--- config.mk ---
export PLATFORM = sky130hd
export DESIGN_NAME = pack_sched
export DESIGN_NICKNAME = d
export VERILOG_FILES = /design/src/rtl/pack_sched.sv
export SDC_FILE = /design/constraint.sdc
export NUM_CORES = 1
export LEC_CHECK = 0
export ABC_AREA = 0
export CORE_ASPECT_RATIO = 1.5
export CORE_MARGIN = 2
export CORE_UTILIZATION = 30
export DETAILED_ROUTE_END_ITERATION = 10
export GPL_ROUTABILITY_DRIVEN = 0
export GPL_TIMING_DRIVEN = 0
export PLACE_DENSITY_LB_ADDON = 0.05
export REMOVE_ABC_BUFFERS = 1
export SYNTH_ARGS = -nofsm -noshare
export SYNTH_HDL_FRONTEND = slang
export SYNTH_SLANG_ARGS = --single-unit
--- constraint.sdc ---
create_clock -name clk -period 3.1 [get_ports clk]
set_input_delay 0.62 -clock clk [delete_from_list [all_inputs] [get_ports clk]]
set_output_delay 0.62 -clock clk [all_outputs]
set_load 0.03 [all_outputs]
--- src/rtl/pack_sched.sv ---
// Round-robin arbiter and sequencer in front of the shared posit packing stage:
// grants one of two requesters, tracks the packing latency and buffers packed words.
module pack_sched #(
  parameter int PACK_LAT   = 1,
  parameter int OBUF_DEPTH = 2,
  parameter int TAG_W      = 4
) (
  input  logic             clk,
  input  logic             rst,
  input  logic             req0_valid,
  output logic             req0_ready,
  input  logic [1:0]       req0_pre,
  input  logic [TAG_W-1:0] req0_tag,
  input  logic             req1_valid,
  output logic             req1_ready,
  input  logic [1:0]       req1_pre,
  input  logic [TAG_W-1:0] req1_tag,
  output logic             pk_sel,
  output logic [1:0]       pk_pre,
  input  logic [31:0]      pk_result,
  input  logic             flush,
  output logic             flush_done,
  output logic             out_valid,
  input  logic             out_ready,
  output logic [31:0]      out_data,
  output logic [1:0]       out_pre,
  output logic             out_src,
  output logic [TAG_W-1:0] out_tag,
  output logic             out_err
);

  localparam int CW = $clog2(OBUF_DEPTH + 1);
  localparam int PW = (OBUF_DEPTH > 1) ? $clog2(OBUF_DEPTH) : 1;
  localparam int EW = 1 + 1 + 2 + TAG_W + 32;

  typedef enum logic [1:0] {
    IDLE  = 2'd0,
    RUN   = 2'd1,
    DRAIN = 2'd2
  } state_t;

  state_t          state_reg, state_next;
  logic            rr_last_reg, rr_last_next;
  logic            live_reg;
  logic            flush_seen_reg, flush_seen_next;
  logic [CW-1:0]   credit_reg, credit_next;

  logic            any_valid, issue_ok, issue, grant;
  logic [1:0]      sel_pre;
  logic [TAG_W-1:0] sel_tag;

  logic            pv_reg [PACK_LAT];
  logic            ps_reg [PACK_LAT];
  logic            pe_reg [PACK_LAT];
  logic [1:0]      pp_reg [PACK_LAT];
  logic [TAG_W-1:0] pt_reg [PACK_LAT];
  logic            pipe_empty;

  logic [EW-1:0]   mem [OBUF_DEPTH];
  logic [PW-1:0]   wr_ptr_reg, rd_ptr_reg;
  logic [CW-1:0]   count_reg, count_next;
  logic            wr_en, pop, all_empty;
  logic [EW-1:0]   wr_word, head_word;

  // Arbitration: ready is combinational from the valids, gated by state and credit.
  always_comb begin
    any_valid  = req0_valid | req1_valid;
    issue_ok   = live_reg && (state_reg != DRAIN) && !flush && (credit_reg != '0);
    grant      = 1'b0;
    if (req0_valid && req1_valid) begin
      grant = ~rr_last_reg;
    end else if (req1_valid) begin
      grant = 1'b1;
    end
    issue      = issue_ok & any_valid;
    req0_ready = issue & ~grant;
    req1_ready = issue & grant;
    sel_pre    = grant ? req1_pre : req0_pre;
    sel_tag    = grant ? req1_tag : req0_tag;
    pk_sel     = issue & grant;
    pk_pre     = (issue && (sel_pre != 2'b11)) ? sel_pre : 2'b00;
    rr_last_next = issue ? grant : rr_last_reg;
  end

  // Tracking pipe mirrors the packing datapath latency.
  generate
    for (genvar gi = 0; gi < PACK_LAT; gi++) begin : g_pipe
      if (gi == 0) begin : g_head
        always_ff @(posedge clk or posedge rst) begin
          if (rst) begin
            pv_reg[0] <= 1'b0;
            ps_reg[0] <= 1'b0;
            pe_reg[0] <= 1'b0;
            pp_reg[0] <= 2'b00;
            pt_reg[0] <= '0;
          end else begin
            pv_reg[0] <= issue;
            ps_reg[0] <= grant;
            pe_reg[0] <= (sel_pre == 2'b11);
            pp_reg[0] <= sel_pre;
            pt_reg[0] <= sel_tag;
          end
        end
      end else begin : g_tail
        always_ff @(posedge clk or posedge rst) begin
          if (rst) begin
            pv_reg[gi] <= 1'b0;
            ps_reg[gi] <= 1'b0;
            pe_reg[gi] <= 1'b0;
            pp_reg[gi] <= 2'b00;
            pt_reg[gi] <= '0;
          end else begin
            pv_reg[gi] <= pv_reg[gi-1];
            ps_reg[gi] <= ps_reg[gi-1];
            pe_reg[gi] <= pe_reg[gi-1];
            pp_reg[gi] <= pp_reg[gi-1];
            pt_reg[gi] <= pt_reg[gi-1];
          end
        end
      end
    end
  endgenerate

  always_comb begin
    pipe_empty = 1'b1;
    for (int i = 0; i < PACK_LAT; i++) begin
      if (pv_reg[i]) pipe_empty = 1'b0;
    end
  end

  // Output FIFO; illegal-precision entries carry a zero word instead of pk_result.
  always_comb begin
    wr_en     = pv_reg[PACK_LAT-1];
    wr_word   = {pe_reg[PACK_LAT-1], ps_reg[PACK_LAT-1], pp_reg[PACK_LAT-1],
                 pt_reg[PACK_LAT-1], (pe_reg[PACK_LAT-1] ? 32'h0 : pk_result)};
    out_valid = (count_reg != '0);
    pop       = out_valid & out_ready;
    head_word = mem[rd_ptr_reg];
    {out_err, out_src, out_pre, out_tag, out_data} = out_valid ? head_word : '0;
    all_empty = pipe_empty && (count_reg == '0);

    count_next = count_reg;
    if (wr_en && !pop) begin
      count_next = count_reg + 1'b1;
    end else if (pop && !wr_en) begin
      count_next = count_reg - 1'b1;
    end

    credit_next = credit_reg;
    if (issue && !pop) begin
      credit_next = credit_reg - 1'b1;
    end else if (pop && !issue) begin
      credit_next = credit_reg + 1'b1;
    end
  end

  always_ff @(posedge clk) begin
    if (wr_en) mem[wr_ptr_reg] <= wr_word;
  end

  // Flow control FSM; flush_done fires once per flush assertion.
  always_comb begin
    state_next = state_reg;
    flush_done = 1'b0;
    unique case (state_reg)
      IDLE: begin
        if (flush) begin
          if (all_empty) begin
            flush_done = ~flush_seen_reg;
          end else begin
            state_next = DRAIN;
          end
        end else if (any_valid) begin
          state_next = RUN;
        end
      end
      RUN: begin
        if (flush) begin
          state_next = DRAIN;
        end else if (!any_valid && pipe_empty) begin
          state_next = IDLE;
        end
      end
      DRAIN: begin
        if (all_empty) begin
          flush_done = 1'b1;
          state_next = IDLE;
        end
      end
      default: state_next = IDLE;
    endcase

    flush_seen_next = flush_seen_reg;
    if (!flush) begin
      flush_seen_next = 1'b0;
    end else if (flush_done) begin
      flush_seen_next = 1'b1;
    end
  end

  // flush_seen resets high so a flush held through reset does not report a drain.
  always_ff @(posedge clk or posedge rst) begin
    if (rst) begin
      state_reg      <= IDLE;
      rr_last_reg    <= 1'b1;
      live_reg       <= 1'b0;
      flush_seen_reg <= 1'b1;
      credit_reg     <= CW'(OBUF_DEPTH);
      count_reg      <= '0;
      wr_ptr_reg     <= '0;
      rd_ptr_reg     <= '0;
    end else begin
      state_reg      <= state_next;
      rr_last_reg    <= rr_last_next;
      live_reg       <= 1'b1;
      flush_seen_reg <= flush_seen_next;
      credit_reg     <= credit_next;
      count_reg      <= count_next;
      if (wr_en) begin
        wr_ptr_reg <= (wr_ptr_reg == PW'(OBUF_DEPTH - 1)) ? '0 : wr_ptr_reg + 1'b1;
      end
      if (pop) begin
        rd_ptr_reg <= (rd_ptr_reg == PW'(OBUF_DEPTH - 1)) ? '0 : rd_ptr_reg + 1'b1;
      end
    end
  end

endmodule
==> impl_results.md <==
* Largest cells by area after synthesis: edfxtp_1 (59%), dfrtp_1 (10%), mux2i_1 (9.8%)
* Slew @ Worst Pin at 819.6 ps
* Share of the synthesized area in the top cell type at 0.5855
* Area Overhead vs Synth at 36.84%
* Post-synth top cells: edfxtp_1 (80), nor2_1 (46), mux2i_1 (40)
* Max incr delay on CP at between 500 and 600 ps
* Top-count cell post-synth: edfxtp_1
* Arr. time, crit path at 2390 ps
* Status: finished, final reports clean
* Netlist cell types at 30
* Syn_area_per_cell at 14.76 sq um
* Filler Cell Count at 1277
* Mapped Area at 4103 sq um
* Clock tree buffer depth at 2
* Design Power at 0.002692 W
* CTS tree: built
* Max IR drop VDD at 231.7 uV
* I/O pins at 97
* CP Class: in -> out
* CTS Hold Bufs at 0
* HPWL after DPL at 5.588 mm
* Met3 Use GR at 0.04282
* Vias in the first global route at 2550
* GRT Total Usage at 0.1224
* Max reg flops at 80
* Detail Route Antenna Nets at 0
* CP top delay family: buffers and inverters
* I/O Buffers at 96
* Fin nets at 428
* DRC violations left at 0
* Vias per cell at 4.504
* Horiz. Die Dim at between 90 and 100 um
* DR vias at 2441
* GRT Max-Usage Layer: met2
* Hold Crit Class: reg -> reg
* Yosys warnings at 0
* Core Region at about 13000 sq um
* Initial antenna violation count at 0
* Worst Path Required at 2480 ps
* Part of the cycle the worst path needs at 0.9704
* WL final at 8.493 mm
* Initial Utilization at 0.3061
* Max Clock Skew at 4.098 ps
* Lkg Pwr at 1.919 nW
* Number of synthesized flops with an enable pin at 80
* Final hold vios at 0
* RSZ-0062 raised after global routing: no
* Die ar. at 14650 sq um
* Fin area at 5614 sq um
* CTS H-tree depth at 3
* Worst-skew pair later-pin latency at between 300 and 400 ps
* Crit path buffers/inverters at 2
* CTS buffer count at 9
* Initial DRC count at between 70 and 80
* Total grt overflow at 0
* Setup crit end kind: output port
* Slew Limit Fails at 0
* Register bit total from synthesis at 100
* Number of max-cap violations at 0
* Placed cell area at between 5000 and 6000 sq um
* Fmax at 332.4 MHz
* Ys async rst share at 0.2000
* Ys flop type: edfxtp_1
* Layout cell share with drive strength beyond 1 at 0.09474
* Antenna cell count at 0
* Wire length of the first global-routing pass at 13.39 mm
* Clk slew on worst S/H paths at 60 ps
* 1st-pass router iterations at 4
* Slowest CP cell: clkdlybuf4s50_1
* Tmin final at 3008 ps
* Final setup violation count at 0
* Met1 usage at 0.1316
* Synth Instances at 278
* Pwr per Cell Area at approximately 480 nW/um^2
* Root Driver: clkbuf_16
* Critical Path Fanout Max at 6
* Std cell rows at between 50 and 60
* Startpoint Class: input port
* Slew margin rel. at 0.4530
* Die Y-Extent at ~150 um
* Largest net degree at the start of global routing at 35
* Seq/Total Area, Yosys at 0.7084
* Crit-path cells: clkdlybuf4s50_1, o22ai_1, or4b_4, a21oi_1, dlygate4sd2_1
* Sink Count at 100
* Avg WL per Cell at roughly 16 um
* Yosys top cell by area: edfxtp_1
* Grt met2 use at 0.2199
## final timing paths
kind / startpoint / end / slack [ps] / depth (start not counted)
min in group asynchronous: rst / pt_reg[0] / 740 / 2
max in group asynchronous: rst / rd_ptr_reg / 1800 / 2
setup / recovery: req0_valid / pk_pre[0] / 90 / 5
hold reg to reg: pp_reg[1] / mem[0][37] / 440 / 0
hold / removal: pp_reg[1] / mem[0][37] / 440 / 0
setup reg to reg: credit_reg[1] / credit_reg[1] / 1240 / 6
## through the flow
step,TNS (ps),utilization,hold WS [ps],setup WS (ps),std cells
after floorplan,-432.3,-,420.4,-432.3,263
after global placement,-112220,0.3874,421.7,-2149,521
after detailed placement,-2740,0.3947,429.3,-658.3,525
after CTS,0,0.4167,444.0,51.09,541
after global routing,0,0.4189,453.9,0.7201,542
final,0,0.4189,442.7,91.74,542
## kinds of logic after synthesis
| family | Yosys count | synth area share |
|---|---|---|
| flip-flops | 100 | 0.7084 |
| AND/OR/NAND/NOR | 92 | 0.1138 |
| multiplexers | 47 | 0.1177 |
| buffers and inverters | 19 | 0.02165 |
| AO/OA/AOI/OAI | 9 | 0.01433 |
| XOR/XNOR | 8 | 0.01708 |
| adder cells (fa/ha/maj) | 2 | 0.006098 |
| other | 1 | 0.0009140 |
## where the power goes
group          total, W  switching, W  internal [W]
combinational  0.000136     0.0000502     0.0000859
clock           0.00108      0.000459      0.000617
sequential      0.00148     0.0000105       0.00147
total           0.00269      0.000520       0.00217
## area by class of cell
| type | count | area (sq um) | share of cell area |
|---|---|---|---|
| Timing Repair Buffer | 102 | 1071 | 0.1908 |
| Inverter | 4 | 15.01 | 0.002674 |
| Tap cell | 162 | 202.7 | 0.03610 |
| Sequential cell | 100 | 2908 | 0.5179 |
| Clock inverter | 5 | 53.80 | 0.009583 |
| Multi-Input combinational cell | 159 | 1135 | 0.2021 |
| Clock buffer | 10 | 229.0 | 0.04078 |
## what timing repair did
item | in CTS | in global routing
cloned | 0 | 0
pin swaps | 1 | 0
setup buffers | 1 | 0
setup endpoints to repair | 6 | 1
gates resized for setup | 7 | 1
endpoints found under the hold margin | 0 | 0
## cells in the final DEF (no fill, tap or decap), drive strengths merged, types with 3 or more instances in the layout
cell type      netlist  layout
buf                  7       6
clkbuf               8      10
clkdlybuf4s50        0      91
clkinv               0       3
dfrtp               17      17
dfstp                3       3
dlygate4sd2          0       4
edfxtp              80      80
inv                  4       4
mux2                 7       7
mux2i               40      40
nor2                46      46
nor2b               35      35
xnor2                4       4
xor2                 4       4
## per-layer routing
layer | wire (um) | share of wire
met1 | 3260 | 0.38
met2 | 4644 | 0.55
met3 | 459 | 0.054
met4 | 129 | 0.015
met5 | 0 | 0
Power figures use the tool's default switching activity.
